==> config.mk <==
export PLATFORM = sky130hd
export DESIGN_NAME = game_ctrl
export DESIGN_NICKNAME = d
export VERILOG_FILES = /design/src/rtl/game_pkg.sv /design/src/rtl/game_ctrl_sec_tick_gen.sv /design/src/rtl/game_ctrl.sv
export SDC_FILE = /design/constraint.sdc
export NUM_CORES = 1
export LEC_CHECK = 0
export ABC_AREA = 1
export CAP_MARGIN = 20
export CORE_MARGIN = 2
export CORE_UTILIZATION = 55
export CTS_CLUSTER_DIAMETER = 150
export CTS_CLUSTER_SIZE = 8
export DETAILED_ROUTE_END_ITERATION = 16
export DONT_BUFFER_PORTS = 1
export PLACE_DENSITY_LB_ADDON = 0.05
export SYNTH_ARGS = -nofsm -noshare
export SYNTH_HDL_FRONTEND = slang
export SYNTH_SLANG_ARGS = --single-unit
export TNS_END_PERCENT = 10
==> constraint.sdc <==
create_clock -name clk -period 3.3 [get_ports clk]
set_clock_uncertainty 0.2 [all_clocks]
set_input_delay 0.66 -clock clk [delete_from_list [all_inputs] [get_ports clk]]
set_output_delay 0.66 -clock clk [all_outputs]
set_load 0.1 [all_outputs]
==> src/rtl/game_pkg.sv <==
// Shared game types: the 2-bit state seen by frog and renderer, plus scoring constants.
package game_pkg;

    typedef enum logic [1:0] {
        MENU    = 2'd0,
        PLAYING = 2'd1,
        DEAD    = 2'd2,
        WIN     = 2'd3
    } state_t;

    localparam int unsigned SCORE_BASE = 10;

endpackage

==> src/rtl/game_ctrl_sec_tick_gen.sv <==
// Divides frame_tick down to a one-cycle sec_tick; clear restarts the second.
module sec_tick_gen #(
    parameter int unsigned FRAMES_PER_SEC = 60
) (
    input  logic clk,
    input  logic reset,
    input  logic enable,
    input  logic clear,
    input  logic frame_tick,
    output logic sec_tick
);

    localparam int unsigned CW = (FRAMES_PER_SEC > 1) ? $clog2(FRAMES_PER_SEC) : 1;
    localparam logic [CW-1:0] LAST = CW'(FRAMES_PER_SEC - 1);

    logic [CW-1:0] count;

    // Combinational so the timer steps on the same edge as the wrapping frame
    assign sec_tick = enable && !clear && frame_tick && (count == LAST);

    always_ff @(posedge clk) begin
        if (reset || clear) begin
            count <= '0;
        end else if (enable && frame_tick) begin
            count <= (count == LAST) ? '0 : count + CW'(1);
        end
    end

endmodule

==> src/rtl/game_ctrl.sv <==
// Top-level game FSM: lives, countdown timer, crossings, score and frog respawn pulses.
module game_ctrl
    import game_pkg::*;
#(
    parameter int unsigned LIVES_INIT     = 3,
    parameter int unsigned TIME_LIMIT     = 30,
    parameter int unsigned FRAMES_PER_SEC = 60,
    parameter int unsigned CROSSINGS_WIN  = 5,
    parameter int unsigned GUARD_FRAMES   = 90
) (
    input  logic        clk,
    input  logic        reset,
    input  logic        start_tick,
    input  logic        frame_tick,
    input  logic        collision,
    input  logic        reached_end,
    output logic [1:0]  state,
    output logic        frog_reset,
    output logic [2:0]  lives,
    output logic [5:0]  timer,
    output logic [3:0]  crossings,
    output logic [15:0] score
);

    localparam int unsigned GW = $clog2(GUARD_FRAMES + 1);

    state_t        st;
    logic [GW-1:0] guard;
    logic          sec_tick;
    logic          playing;
    logic          new_game;
    logic          ev_end;
    logic          ev_die;
    logic          respawn;
    logic [3:0]    next_cross;
    logic [16:0]   sum;

    assign state = st;

    always_comb begin
        playing    = (st == PLAYING);
        new_game   = (st == MENU) && start_tick;
        ev_end     = playing && (guard == '0) && reached_end;
        ev_die     = playing && (guard == '0) && !reached_end
                     && (collision || timer == 6'd0);
        next_cross = crossings + 4'd1;
        respawn    = (ev_end && next_cross != 4'(CROSSINGS_WIN))
                     || (ev_die && lives > 3'd1);
        sum        = {1'b0, score} + 17'(SCORE_BASE) + 17'(timer);
    end

    sec_tick_gen #(
        .FRAMES_PER_SEC(FRAMES_PER_SEC)
    ) u_sec (
        .clk       (clk),
        .reset     (reset),
        .enable    (playing),
        .clear     (respawn || new_game),
        .frame_tick(frame_tick),
        .sec_tick  (sec_tick)
    );

    always_ff @(posedge clk) begin
        if (reset) begin
            st         <= MENU;
            frog_reset <= 1'b1;
            lives      <= 3'(LIVES_INIT);
            timer      <= 6'(TIME_LIMIT);
            crossings  <= '0;
            score      <= '0;
            guard      <= '0;
        end else begin
            frog_reset <= 1'b0;
            unique case (st)
                MENU: begin
                    if (start_tick) begin
                        st         <= PLAYING;
                        frog_reset <= 1'b1;
                        lives      <= 3'(LIVES_INIT);
                        timer      <= 6'(TIME_LIMIT);
                        crossings  <= '0;
                        score      <= '0;
                        guard      <= GW'(GUARD_FRAMES);
                    end
                end
                PLAYING: begin
                    if (frame_tick && guard != '0)
                        guard <= guard - GW'(1);
                    if (sec_tick && timer != 6'd0)
                        timer <= timer - 6'd1;
                    if (ev_end) begin
                        crossings <= next_cross;
                        score     <= sum[16] ? 16'hFFFF : sum[15:0];
                        if (next_cross == 4'(CROSSINGS_WIN))
                            st <= WIN;
                    end else if (ev_die) begin
                        if (lives <= 3'd1) begin
                            lives <= 3'd0;
                            st    <= DEAD;
                        end else begin
                            lives <= lives - 3'd1;
                        end
                    end
                    // Reload placed last so it overrides any same-cycle decrement
                    if (respawn) begin
                        frog_reset <= 1'b1;
                        timer      <= 6'(TIME_LIMIT);
                        guard      <= GW'(GUARD_FRAMES);
                    end
                end
                DEAD, WIN: begin
                    if (start_tick)
                        st <= MENU;
                end
                default: st <= MENU;
            endcase
        end
    end

endmodule

==> results of run 1 <==
[cell usage after synthesis, drive strengths merged (3+ instances only)]
| library cell | count | area share, % |
|---|---|---|
| nand4 | 10 | 3.6 |
| o21ai | 25 | 4.4 |
| xor2 | 7 | 2.0 |
| a21oi | 38 | 6.5 |
| inv | 58 | 7.3 |
| nand3 | 38 | 7.6 |
| nand2 | 110 | 15 |
| nor2 | 40 | 6.6 |
| buf | 5 | 1.4 |
| a211oi | 3 | 1.1 |
| dfxtp | 45 | 30 |
| or2 | 3 | 0.63 |
| nor3 | 7 | 1.3 |
| xnor2 | 5 | 1.5 |
| ha | 20 | 8.3 |
[worst paths after layout]
| kind | startpoint | end | cells after the start |
|---|---|---|---|
| worst min-delay path | reset | score[5] | 1 |
| worst max register to register | timer[1] | score[9] | 12 |
| worst min register to register | u_sec.count[1] | u_sec.count[1] | 2 |
| worst max-delay path | timer[1] | score[9] | 12 |
[cell families after synthesis]
group | count (synthesis)
buffers and inverters | 66
XOR/XNOR | 12
AND/OR/NAND/NOR | 211
AO/OA/AOI/OAI | 69
flip-flops | 45
adder cells (fa/ha/maj) | 21
[sequential cells by signal, indices dropped and copies added, names as in the netlist]
register	flops
crossings	4
frog_reset	1
guard	7
lives	3
score	16
state	2
timer	6
u_sec.count	6
[final cells by class]
| type | instances | area, um2 | area share, % |
|---|---|---|---|
| multi-input combinational | 313 | 1827 | 54.44 |
| timing repair buffer | 31 | 232.7 | 6.935 |
| tap | 70 | 87.58 | 2.610 |
| sequential | 45 | 900.9 | 26.85 |
| inverter | 59 | 221.5 | 6.600 |
| clock buffer | 7 | 86.33 | 2.573 |
[per-layer routing]
layer	vias to the layer above	track usage [%]	share of wire, %
met5	-	0	0
met4	0	5.714	0.84
met3	7	3.372	5.4
met2	67	38.53	46
met1	1261	32.23	48
li1	1444	-	-
[metrics by stage]
step                      power (W)  setup slack, ns  util, %  std cells
after floorplan            0.001823           0.1786        -        424
after global placement     0.002010           0.8402    63.21        518
after detailed placement   0.002028           0.7472    63.21        518
after CTS                  0.002383           0.7119    64.88        525
after global routing       0.002535           0.4695    64.88        525
final                      0.002364           0.6849    64.88        525
[power breakdown]
| group | switching (W) | total (W) | internal (W) |
|---|---|---|---|
| Clock | 0.000180 | 0.000346 | 0.000166 |
| Sequential | 0.0000759 | 0.000700 | 0.000624 |
| Combinational | 0.000959 | 0.00132 | 0.000358 |
==> metrics list, run 1 <==
* Run status: finished, final reports clean
- The number of nets handed over by synthesis was roughly 450.
- Wires add up to 6.550 mm.
- Sequential cells were found to cover 30.04% of the synthesized design area.
- Detailed placer's ending HPWL: 5.012 mm
- Layout filler cell count: ~500
* Die area: 6060 um2
- Total number of vias: 2779
* Worst path max stage delay: 0.41 ns
* Vias in the first global route: 2595
- Min Clock Period, post-route: about 2.6 ns
- Relative to the synthesized area, the layout overhead comes to 11.89%.
- Clk_lat worst skew: 0.29 ns
- Clock-pin slew was measured on the worst setup and hold paths at roughly 0.080 ns.
* Residual antenna-violating net count after detailed routing: 0
- Final critical-path share of the clock period: 79.25%
- The clock passes through at most 2 buffers.
* Final global-route overflow total: 0
* Worst IR drop on VDD: 0.0004474 V
* Setup Total Neg Slack: 0 ns
- TritonCTS clock tree: yes
* Standard-cell row count: 26
- Syn. warnings: 0
* Adder-Cell Fraction of Synth Area: 9.011%
* DRC violations left: 0
- Mux share of post-synthesis cell area: 0%
* Power per unit of standard cell area: between 700 and 800 nW/um2
- Distinct cells, synth: 38
* Sink Count: between 40 and 50
- WS Path Type: reg -> reg
- Sort of element at the start of the critical path: flop
- In this run the horizontal extent of the chip is 77.85 um.
- Counting flops with a built-in enable in the synthesized netlist gives 0.
- Summed over all cells, the static leakage comes to about 1.6 nW.
- Design Area, Final: 3356 um2
- Final Hold Viols: 0
* Setup violations, final: 0
* Total placed instance area: 3269 um2
- The worst setup path is captured at a flop.
- Setup repair after global routing left no endpoint under its margin.
* Number of synthesized register bits: 45
- Most instantiated flip-flop cell in the synthesis netlist: dfxtp_1
- Based on the critical path, the design can be clocked at up to 0.3824 GHz.
- Global routing consumed, over all layers together, 23.42% of the routing resources.
- Antenna Diode Count: 0
- Number of violations of the max-capacitance limit: 0
- Counting both buffers and inverters, the worst setup path holds a total of 3.
- Gates resized during post-CTS repair numbered 0.
* Compound-gate portion of the synthesized area: about an eighth
- Once the floorplan was initialized, standard cells occupied 57.98% of the core.
- Maximum fanout count along the critical path: 4
- Of the total synthesized cell area, the portion taken by XOR and XNOR cells is 3.504%.
- Leaving out fill and tap cells, the most frequent cell in the layout is nand2_1.
- The pre-antenna-repair detailed-routing pass consisted of 4 iterations.
- For flop-to-flop paths, the worst setup slack is 0.68 ns.
- Cts-stage hold buffer count: 0
- Vertical extent of the die: just under 80 um
* Post-synth design cell area: around 3000 um2
- At the worst endpoint, the arrival time is 2.60 ns.
- Worst slack on hold paths: 0.2229 ns
- Of the total synthesized cell area, the portion taken by AND, OR, NAND and NOR gates is 35.42%.
- Walking the worst path, the cells encountered are inv_1 -> ha_1 -> inv_1 -> ha_1 -> inv_1 -> fa_1 -> o21ai_1 -> nand2_1 -> nand2_1 -> nor2_1 -> o21ai_0 -> a21oi_1.
- CTS built an H-tree with a depth of 2.
- The post-route netlist has 16.48% of its cells at a drive strength greater than 1.
- Counting the buffers created by CTS gives 5.
* Root buffer selected by CTS: clkbuf_8
- Max Slew Vio Count: 0
- Largest family of logic cells by synthesized area: simple AND/OR/NAND/NOR gates
* Least-Margin Pin Slew: 0.9376 ns
* CP required: ~3.3 ns
* Avg Synthesized Cell Area: 7.073 um2
- The min-delay analysis places its worst path in the category in -> reg.
- Number of standard cells after synthesis: 424
- The initial antenna violation count was 0.
- Slowest stage cell on the critical path: fa_1
* Largest net degree at the start of global routing: 28
* I/O pin count: 38
- First-pass GRT wire length: 11.67 mm
- Dividing the detail-routed wire length by the instance count gives roughly 12 um.
- # nets final: 482
* Commonest cells after routing, fill and taps aside: nand2_1, inv_1, dfxtp_1
- Core region area: a little over 5000 um2
* Vias per cell: ~5.3
- Port buffering added 0 buffers.
- Worst max-slew margin expressed relative to the limit: between 30 and 40%
* Initial DRC count: 154
- Final Wtd Congestion: 0.8222
* Post-CTS Setup Bufs: 0
* Post-synth ARST share: 0%
- Among the stages of the critical path, the cell type that occurs most often is inv_1.
- Among cell families on the critical path, the largest total delay comes from adder cells.
Note: power is estimated with default switching activity, not from simulation.
==> run 2, diff against run 1 <==
--- a/config.mk
+++ b/config.mk
@@ -5,7 +5,7 @@
 export SDC_FILE = /design/constraint.sdc
 export NUM_CORES = 1
 export LEC_CHECK = 0
-export ABC_AREA = 1
+export ABC_AREA = 0
 export CAP_MARGIN = 20
 export CORE_MARGIN = 2
 export CORE_UTILIZATION = 55
==> constraint.sdc (replaced) <==
create_clock -name clk -period 2.7 [get_ports clk]
set_clock_uncertainty 0.2 [all_clocks]
set_input_delay 0.54 -clock clk [delete_from_list [all_inputs] [get_ports clk]]
set_output_delay 0.54 -clock clk [all_outputs]
set_load 0.1 [all_outputs]
==> metrics list, run 2 <==
- Worst slack at placement: 0.06873 ns (was 0.7472 ns)
- WS Path Type: reg -> reg (unchanged)
- The number of instances on the worst hold path was 1 (unchanged).
- The leakage power of the design was 1.357 nW (was 1.571 nW).
* Least-Margin Pin Slew: 0.5311 ns (was 0.9376 ns)
- Area Overhead vs Synth: 21.62% (was 11.89%)
* Post-synth design cell area: 2841 um2 (was 2999 um2)
- The library cell with the largest summed area after synthesis is dfxtp_1 (unchanged).
- The final weighted congestion of routability-driven global placement was 0.8993 (was 0.8222).
* Antenna Diode Count: 0 (unchanged)
* Core region area: 5042 um2 (was 5172 um2)
- Residual antenna-violating net count after detailed routing: 0 (unchanged)
- Worst R2R Path Depth: 9 (was 12)
- Post-synth ARST share: 0% (unchanged)
- Unrepaired setup endpoints after global routing: yes (was no).
- The clock sink count came to 45 (unchanged).
- Mapped Nets: 372 (was 451)
* I/O Buffers: 0 (unchanged)
- Number of synthesized register bits: 45 (unchanged)
- The CTS clock-pin slew for the worst setup and hold paths came to 0.08 ns (about the same).
- The sum of overflow across all layers after global routing came to 0 (unchanged).
* Hold Path Class: in -> reg (unchanged)
- Standard-cell row count: 26 (unchanged)
* Most instantiated cells after synthesis: dfxtp_1, nor2_1, nand2_1 (was nand2_1, inv_1, dfxtp_1)
- The wire length of the first global-routing pass was 11.47 mm (was 11.67 mm).
- The maximum clock insertion buffer count was 2 (unchanged).
- The data arrival time of the critical path came to 2.63 ns (was 2.60 ns).
- Number of violations of the max-capacitance limit: 0 (unchanged)
- Number of standard cells after synthesis: 345 (was 424)
- First drt pass iteration count: 5 (was 4)
* Crit path launch: timer[2] (was timer[1])
* Root buffer selected by CTS: clkbuf_8 (unchanged)
- Vias per cell: 6.053 (was 5.293)
* Capture point of the worst reg-to-reg path: score[11] (was score[9])
- The number of buffers created by CTS is 5 (unchanged).
- The worst hold path startpoint is reset (unchanged).
- Run status: finished, final reports clean (unchanged).
- Final WS setup: 0.06399 ns (was 0.6849 ns)
- CP required: 2.69 ns (was 3.28 ns)
- # nets final: 408 (was 482)
* Maximum clock frequency: 0.3794 GHz (was 0.3824 GHz)
- The fraction of the cycle the final worst path needs came to 97.63% (was 79.25%).
- Sequential share of the synthesized area: 31.70% (was 30.04%)
* Min Clock Period, post-route: 2.636 ns (was 2.615 ns)
* Commonest cells after routing, fill and taps aside: buf_4, nor2_1, nand2_1, dfxtp_1, o21ai_0 (was nand2_1, inv_1, dfxtp_1)
- Vertical extent of the die: 75.88 um (was 77.85 um)
- The number of vias after detailed routing is 2736 (was 2779).
* Max Slew Vio Count: 0 (unchanged)
- The total power draw was 0.001586 W (was 0.002364 W).
* Top-area cell type share of the netlist area: 31.70% (was 30.04%)
* Starting utilization of the core area: 56.35% (was 57.98%)
- Maximum fanout count along the critical path: 7 (was 4)
- The CTS tree is yes (unchanged).
- The number of synthesized flops with an enable pin is 0 (unchanged).
- Largest regs: score (16), guard (7) (unchanged)
* Die area: 5757 um2 (was 6060 um2)
* R2R Setup Slk: 0.06 ns (was 0.68 ns)
- Most common cell in the netlist: dfxtp_1 (was nand2_1)
* Die Span X: 75.88 um (was 77.85 um)
- The H-tree depth reported by CTS came to 2 (unchanged).
- The sort of element at the start of the critical path is a flop (unchanged).
- Crit. End Element: flop (unchanged)
- Avg Synthesized Cell Area: 8.236 um2 (was 7.073 um2)
- The global routing usage summed across all routing layers was 25.87% (was 23.42%).
- Largest net degree at the start of global routing: 22 (was 28)
- Initial antenna violation count: 0 (unchanged)
- The worst relative slew slack is 64.46% (was 37.41%).
- The number of remaining DRC errors was 0 (unchanged).
- The I/O pin count came to 38 (unchanged).
- The number of flip-flops under the largest register name came to 16 (unchanged).
- The total number of yosys warnings was 0 (unchanged).
- Detailed placer's ending HPWL: 5.360 mm (was 5.012 mm)
* Worst IR drop on VDD: 0.0003265 V (was 0.0004474 V)
* Most instantiated flip-flop cell in the synthesis netlist: dfxtp_1 (unchanged)
* Distinct cells, synth: 57 (was 38)
- Clk_lat worst skew: 0.30 ns (was 0.29 ns)
- Vias in the first global route: 2491 (was 2595)
- Final core utilization: 68.54% (was 64.88%)
- The post-detailed-route wirelength per cell came to 15.76 um (was 12.48 um).
* Final Hold Viols: 0 (unchanged)
- The routed wire length was 7.123 mm (was 6.550 mm).
- The share of final-layout standard cells stronger than drive strength 1 came to 25.65% (was 16.48%).
- Initial DRC count: 128 (was 154)
- Cts-stage hold buffer count: 0 (unchanged)
- Cells taking the most area after synthesis: dfxtp_1, ha_1, nor2_1 (was dfxtp_1, nand2_1, ha_1)
* Commonest non-fill, non-tap cell in the layout: buf_4 (was nand2_1)
- The power per standard cell area was 458.9 nW/um2 (was 704.5 nW/um2).
* Register with the most flip-flops: score (unchanged)
- Reg-to-reg startpoint: timer[2] (was timer[1])
- The end point of the most critical hold path is timer[5] (was score[5]).
- Setup violations, final: 0 (unchanged)
run 2: cells by family after synthesis:
logic type | count (synthesis) | share of synthesized area, %
simple gates | 123 | 23.07
compound gates | 111 | 28.31
xor+xnor | 8 | 2.466
fa+ha+maj | 21 | 9.511
flops | 45 | 31.70
buf+inv | 37 | 4.931
run 2: through the flow:
stage               instance area [um2]  TNS [ns]  hold slack (ns)  cells
global route                       3456  -0.07280          0.08003    452
floorplan                          2985   -0.2426           0.2536    345
global placement                   3328         0           0.2610    443
CTS                                3420         0          0.08885    451
detailed placement                 3328         0           0.2726    443
finish                             3456         0          0.09739    452
run 2: power breakdown:
group	switching, W	internal, W	total [W]
registers	0.0000351	0.000684	0.000719
logic	0.000294	0.000140	0.000433
clock network	0.000230	0.000203	0.000433
run 2: final cells by class:
cell class	count	area (um2)
timing repair buffer	43	322.8
clock inverter	2	8.758
tap	70	87.58
multi-input combinational	263	1907
fill	454	1587
inverter	23	93.84
clock buffer	6	82.58
sequential	45	953.4
run 2: worst max path at each step:
stage / slack [ns] / end / cells past startpoint
after detailed placement: 0.07 / score[10] / 8
after global routing: -0.03 / score[13] / 13
final: 0.06 / score[11] / 9
after global placement: 0.12 / score[2] / 9
after CTS: 0.03 / score[7] / 8
after floorplan: -0.05 / score[10] / 11
run 2: metal layers:
| layer | global-route usage (%) | vias to the layer above | wire [um] |
|---|---|---|---|
| li1 | - | 1352 | - |
| met1 | 35.19 | 1299 | 3268 |
| met2 | 41.67 | 75 | 3320 |
| met3 | 5.556 | 10 | 457 |
| met4 | 6.628 | 0 | 76 |
| met5 | 0 | - | 0 |
run 2: critical path, cell delays in order, from the launching register on:
cell       delay (ns)
dfxtp_4          0.39
ha_4             0.29
ha_4             0.19
a21o_1           0.16
a21o_1           0.22
a2111oi_4        0.39
buf_4            0.21
nor3b_1          0.05
o31a_1           0.24
o22a_1           0.19
run 2: timing repair:
item	4_1_cts	5_1_grt
gates resized for setup	0	6
setup endpoints to repair	0	13
buffers inserted	0	1
==> run 3, diff against run 2 <==
--- a/config.mk
+++ b/config.mk
@@ -14,6 +14,7 @@
 export DETAILED_ROUTE_END_ITERATION = 16
 export DONT_BUFFER_PORTS = 1
 export PLACE_DENSITY_LB_ADDON = 0.05
+export RECOVER_POWER = 50
 export SYNTH_ARGS = -nofsm -noshare
 export SYNTH_HDL_FRONTEND = slang
 export SYNTH_SLANG_ARGS = --single-unit
==> metrics list, run 3 (synthesized netlist as in run 2, its figures left out) <==
- Clock tree buffer depth: 2 (unchanged)
* Sort of element at the start of the critical path: flop (unchanged)
* Largest net degree at the start of global routing: 22 (unchanged)
- The leading cell type in the layout, fill and taps excluded is nor2_1 (was buf_4).
* Root buffer selected by CTS: clkbuf_8 (unchanged)
- Area Overhead vs Synth: 18.05% (was 21.62%)
- Logic pwr share: 26.7% (was 27.3%)
* Antenna Diode Count: 0 (unchanged)
* First drt pass iteration count: 4 (was 5)
* CP required: 2.69 ns (about the same)
- Setup violations, final: 0 (unchanged)
- Min Clock Period, post-route: 2.645 ns (was 2.636 ns)
- The power share of the sequential group is 45.6% (was 45.4%).
- Starting utilization of the core area: 56.35% (unchanged)
- GRT Util Overall: 25.87% (unchanged)
- Die area: 5757 um2 (unchanged)
- The data arrival time of the critical path was 2.63 ns (about the same).
- The cell area after placement came to 3328 um2 (unchanged).
- Switching Power: 0.0005597 W (was 0.0005587 W)
- CTS HTree Levels: 2 (unchanged)
- The count of standard-cell rows came to 26 (unchanged).
- Worst max-slew margin expressed relative to the limit: 14.38% (was 64.46%)
- Number of instances on the worst hold path: 1 (unchanged)
- The routed wire length came to 7.123 mm (unchanged).
* Number of cells in the finished layout apart from fillers: 452 (unchanged)
- Commonest cells after routing, fill and taps aside: nor2_1, nand2_1, dfxtp_1 (was buf_4, nor2_1, nand2_1, dfxtp_1, o21ai_0)
* Clk_lat worst skew: 0.30 ns (about the same)
- Number of flip-flops under the largest register name: 16 (unchanged)
- The via count of the first global-routing pass came to 2491 (unchanged).
- The element type at the critical path end is a flop (unchanged).
- The transition time at the pin with the least slew margin was 1.284 ns (was 0.5311 ns).
- The end point of the most critical hold path is guard[0] (was timer[5]).
* Initial antenna violation count: 0 (unchanged)
* Register with the most flip-flops: score (unchanged)
- # nets final: 408 (unchanged)
- Max Slew Vio Count: 0 (unchanged)
* Initial DRC count: 142 (was 128)
- Share of cells above drive strength 1: 20.16% (was 25.65%)
- CP bufs+invs: 1 (unchanged)
- Vertical extent of the die: 75.88 um (unchanged)
- The placeable core area is 5042 um2 (unchanged).
- Top delay family on crit path: compound AO/OA/AOI/OAI gates (unchanged)
- Maximum clock frequency: 0.3781 GHz (was 0.3794 GHz)
- Vias per cell: 6.038 (was 6.053)
- Design Area, Final: 3354 um2 (was 3456 um2)
* R2R Setup Slk: 0.06 ns (about the same)
- Final Hold Viols: 0 (unchanged)
* Cts-stage hold buffer count: 0 (unchanged)
- Worst path max stage delay: 0.39 ns (about the same)
- The design internal power came to 0.001016 W (was 0.001027 W).
- Routed wire per std cell: 15.76 um (unchanged)
- Final core utilization: 66.53% (was 68.54%)
* Worst R2R Path Depth: 9 (unchanged)
* Die Span X: 75.88 um (unchanged)
* Detailed placer's ending HPWL: 5.360 mm (unchanged)
* Slowest stage cell on the critical path: dfxtp_4 (unchanged)
- The clock sink count came to 45 (unchanged).
- The number of remaining DRC errors came to 0 (unchanged).
* Final critical-path share of the clock period: 97.95% (was 97.63%)
- Number of violations of the max-capacitance limit: 0 (unchanged)
* Final global-route overflow total: 0 (unchanged)
- The type of the setup path with the least slack is reg -> reg (unchanged).
- Residual antenna-violating net count after detailed routing: 0 (unchanged)
* Pleak: 1.267 nW (was 1.357 nW)
- The switching part of the total was 35.53% (was 35.23%).
* I/O Buffers: 0 (unchanged)
* Largest regs: score (16), guard (7) (unchanged)
- The final weighted congestion of routability-driven global placement is 0.8993 (unchanged).
- Run status: finished, final reports clean (unchanged).
* Capture point of the worst reg-to-reg path: score[10] (was score[11])
- Clock-pin slew on the worst setup and hold paths: 0.08 ns (about the same)
- The power per standard cell area was 469.6 nW/um2 (was 458.9 nW/um2).
- The total placed cells including tap cells came to 443 (unchanged).
- Hold_sp: reset (unchanged)
- Cells traversed along the worst timing path: ha_4 -> ha_4 -> a21o_1 -> a21o_1 -> a2111oi_4 -> buf_4 -> or2_2 -> o31ai_1 -> a22o_1 (was ha_4 -> ha_4 -> a21o_1 -> a21o_1 -> a2111oi_4 -> buf_4 -> nor3b_1 -> o31a_1 -> o22a_1).
- TritonCTS clock tree: yes (unchanged)
- Worst IR drop on VDD: 0.0003218 V (was 0.0003265 V)
- Unrepaired setup endpoints after global routing: yes (unchanged)
* Num CTS Buffers: 5 (unchanged)
- The I/O pin count was 38 (unchanged).
- The number of vias after detailed routing is 2729 (was 2736).
- The wire length of the first global-routing pass is 11.47 mm (unchanged).
- The class of the tightest hold or removal check was in -> reg (unchanged).
- The highest net fanout along the worst path is 7 (unchanged).
* Reg-to-reg startpoint: timer[2] (unchanged)
* Clk network pwr share: 27.6% (was 27.3%)
run 3: how the worst max path moves through the flow:
| stage | start | to | slack, ns | cells past startpoint |
|---|---|---|---|---|
| after floorplan | timer[1] | score[10] | -0.05 | 11 |
| after global placement | timer[3] | score[2] | 0.12 | 9 |
| after detailed placement | timer[2] | score[10] | 0.07 | 8 |
| after CTS | timer[2] | score[7] | 0.03 | 8 |
| after global routing | timer[2] | score[10] | -0.03 | 9 |
| final | timer[2] | score[10] | 0.06 | 9 |
run 3: cell type report:
class | count | area, um2
Tap cell | 70 | 87.58
Clock buffer | 6 | 82.58
Fill cell | 481 | 1688
Multi-Input combinational cell | 263 | 1907
Timing Repair Buffer | 43 | 221.5
Inverter | 23 | 93.84
Sequential cell | 45 | 953.4
Clock inverter | 2 | 8.758
run 3: per-stage QoR:
stage / hold WS, ns / setup slack, ns / total power [W] / setup TNS [ns]
3_5_place_dp: 0.2726 / 0.06873 / 0.001160 / 0
2_1_floorplan: 0.2536 / -0.04612 / 0.001064 / -0.2426
3_3_place_gp: 0.2610 / 0.1245 / 0.001152 / 0
5_1_grt: 0.08003 / -0.03348 / 0.001661 / -0.1308
4_1_cts: 0.08885 / 0.03417 / 0.001590 / 0
6_report: 0.09972 / 0.05541 / 0.001575 / 0
run 3: per-layer routing:
layer	part of all wire (%)	global-route usage (%)	vias to the layer above	wire, um
li1	-	-	1352	-
met1	46	35.19	1298	3281
met2	46	41.67	71	3310
met3	6.7	5.556	8	476
met4	0.77	6.628	0	55
met5	0	0	-	0
run 3: power groups by stage:
stage	combinational (W)	sequential, W	clock [W]
finish	0.000421	0.000719	0.000435
global route	0.000460	0.000725	0.000477
detailed placement	0.000425	0.000734	0
global placement	0.000419	0.000733	0
CTS	0.000428	0.000719	0.000444
floorplan	0.000248	0.000816	0
run 3: repair_timing:
| item | 4_1_cts | 5_1_grt |
|---|---|---|
| gates resized for setup | 0 | 6 |
| setup buffers | 0 | 1 |
| setup endpoints to repair | 0 | 13 |
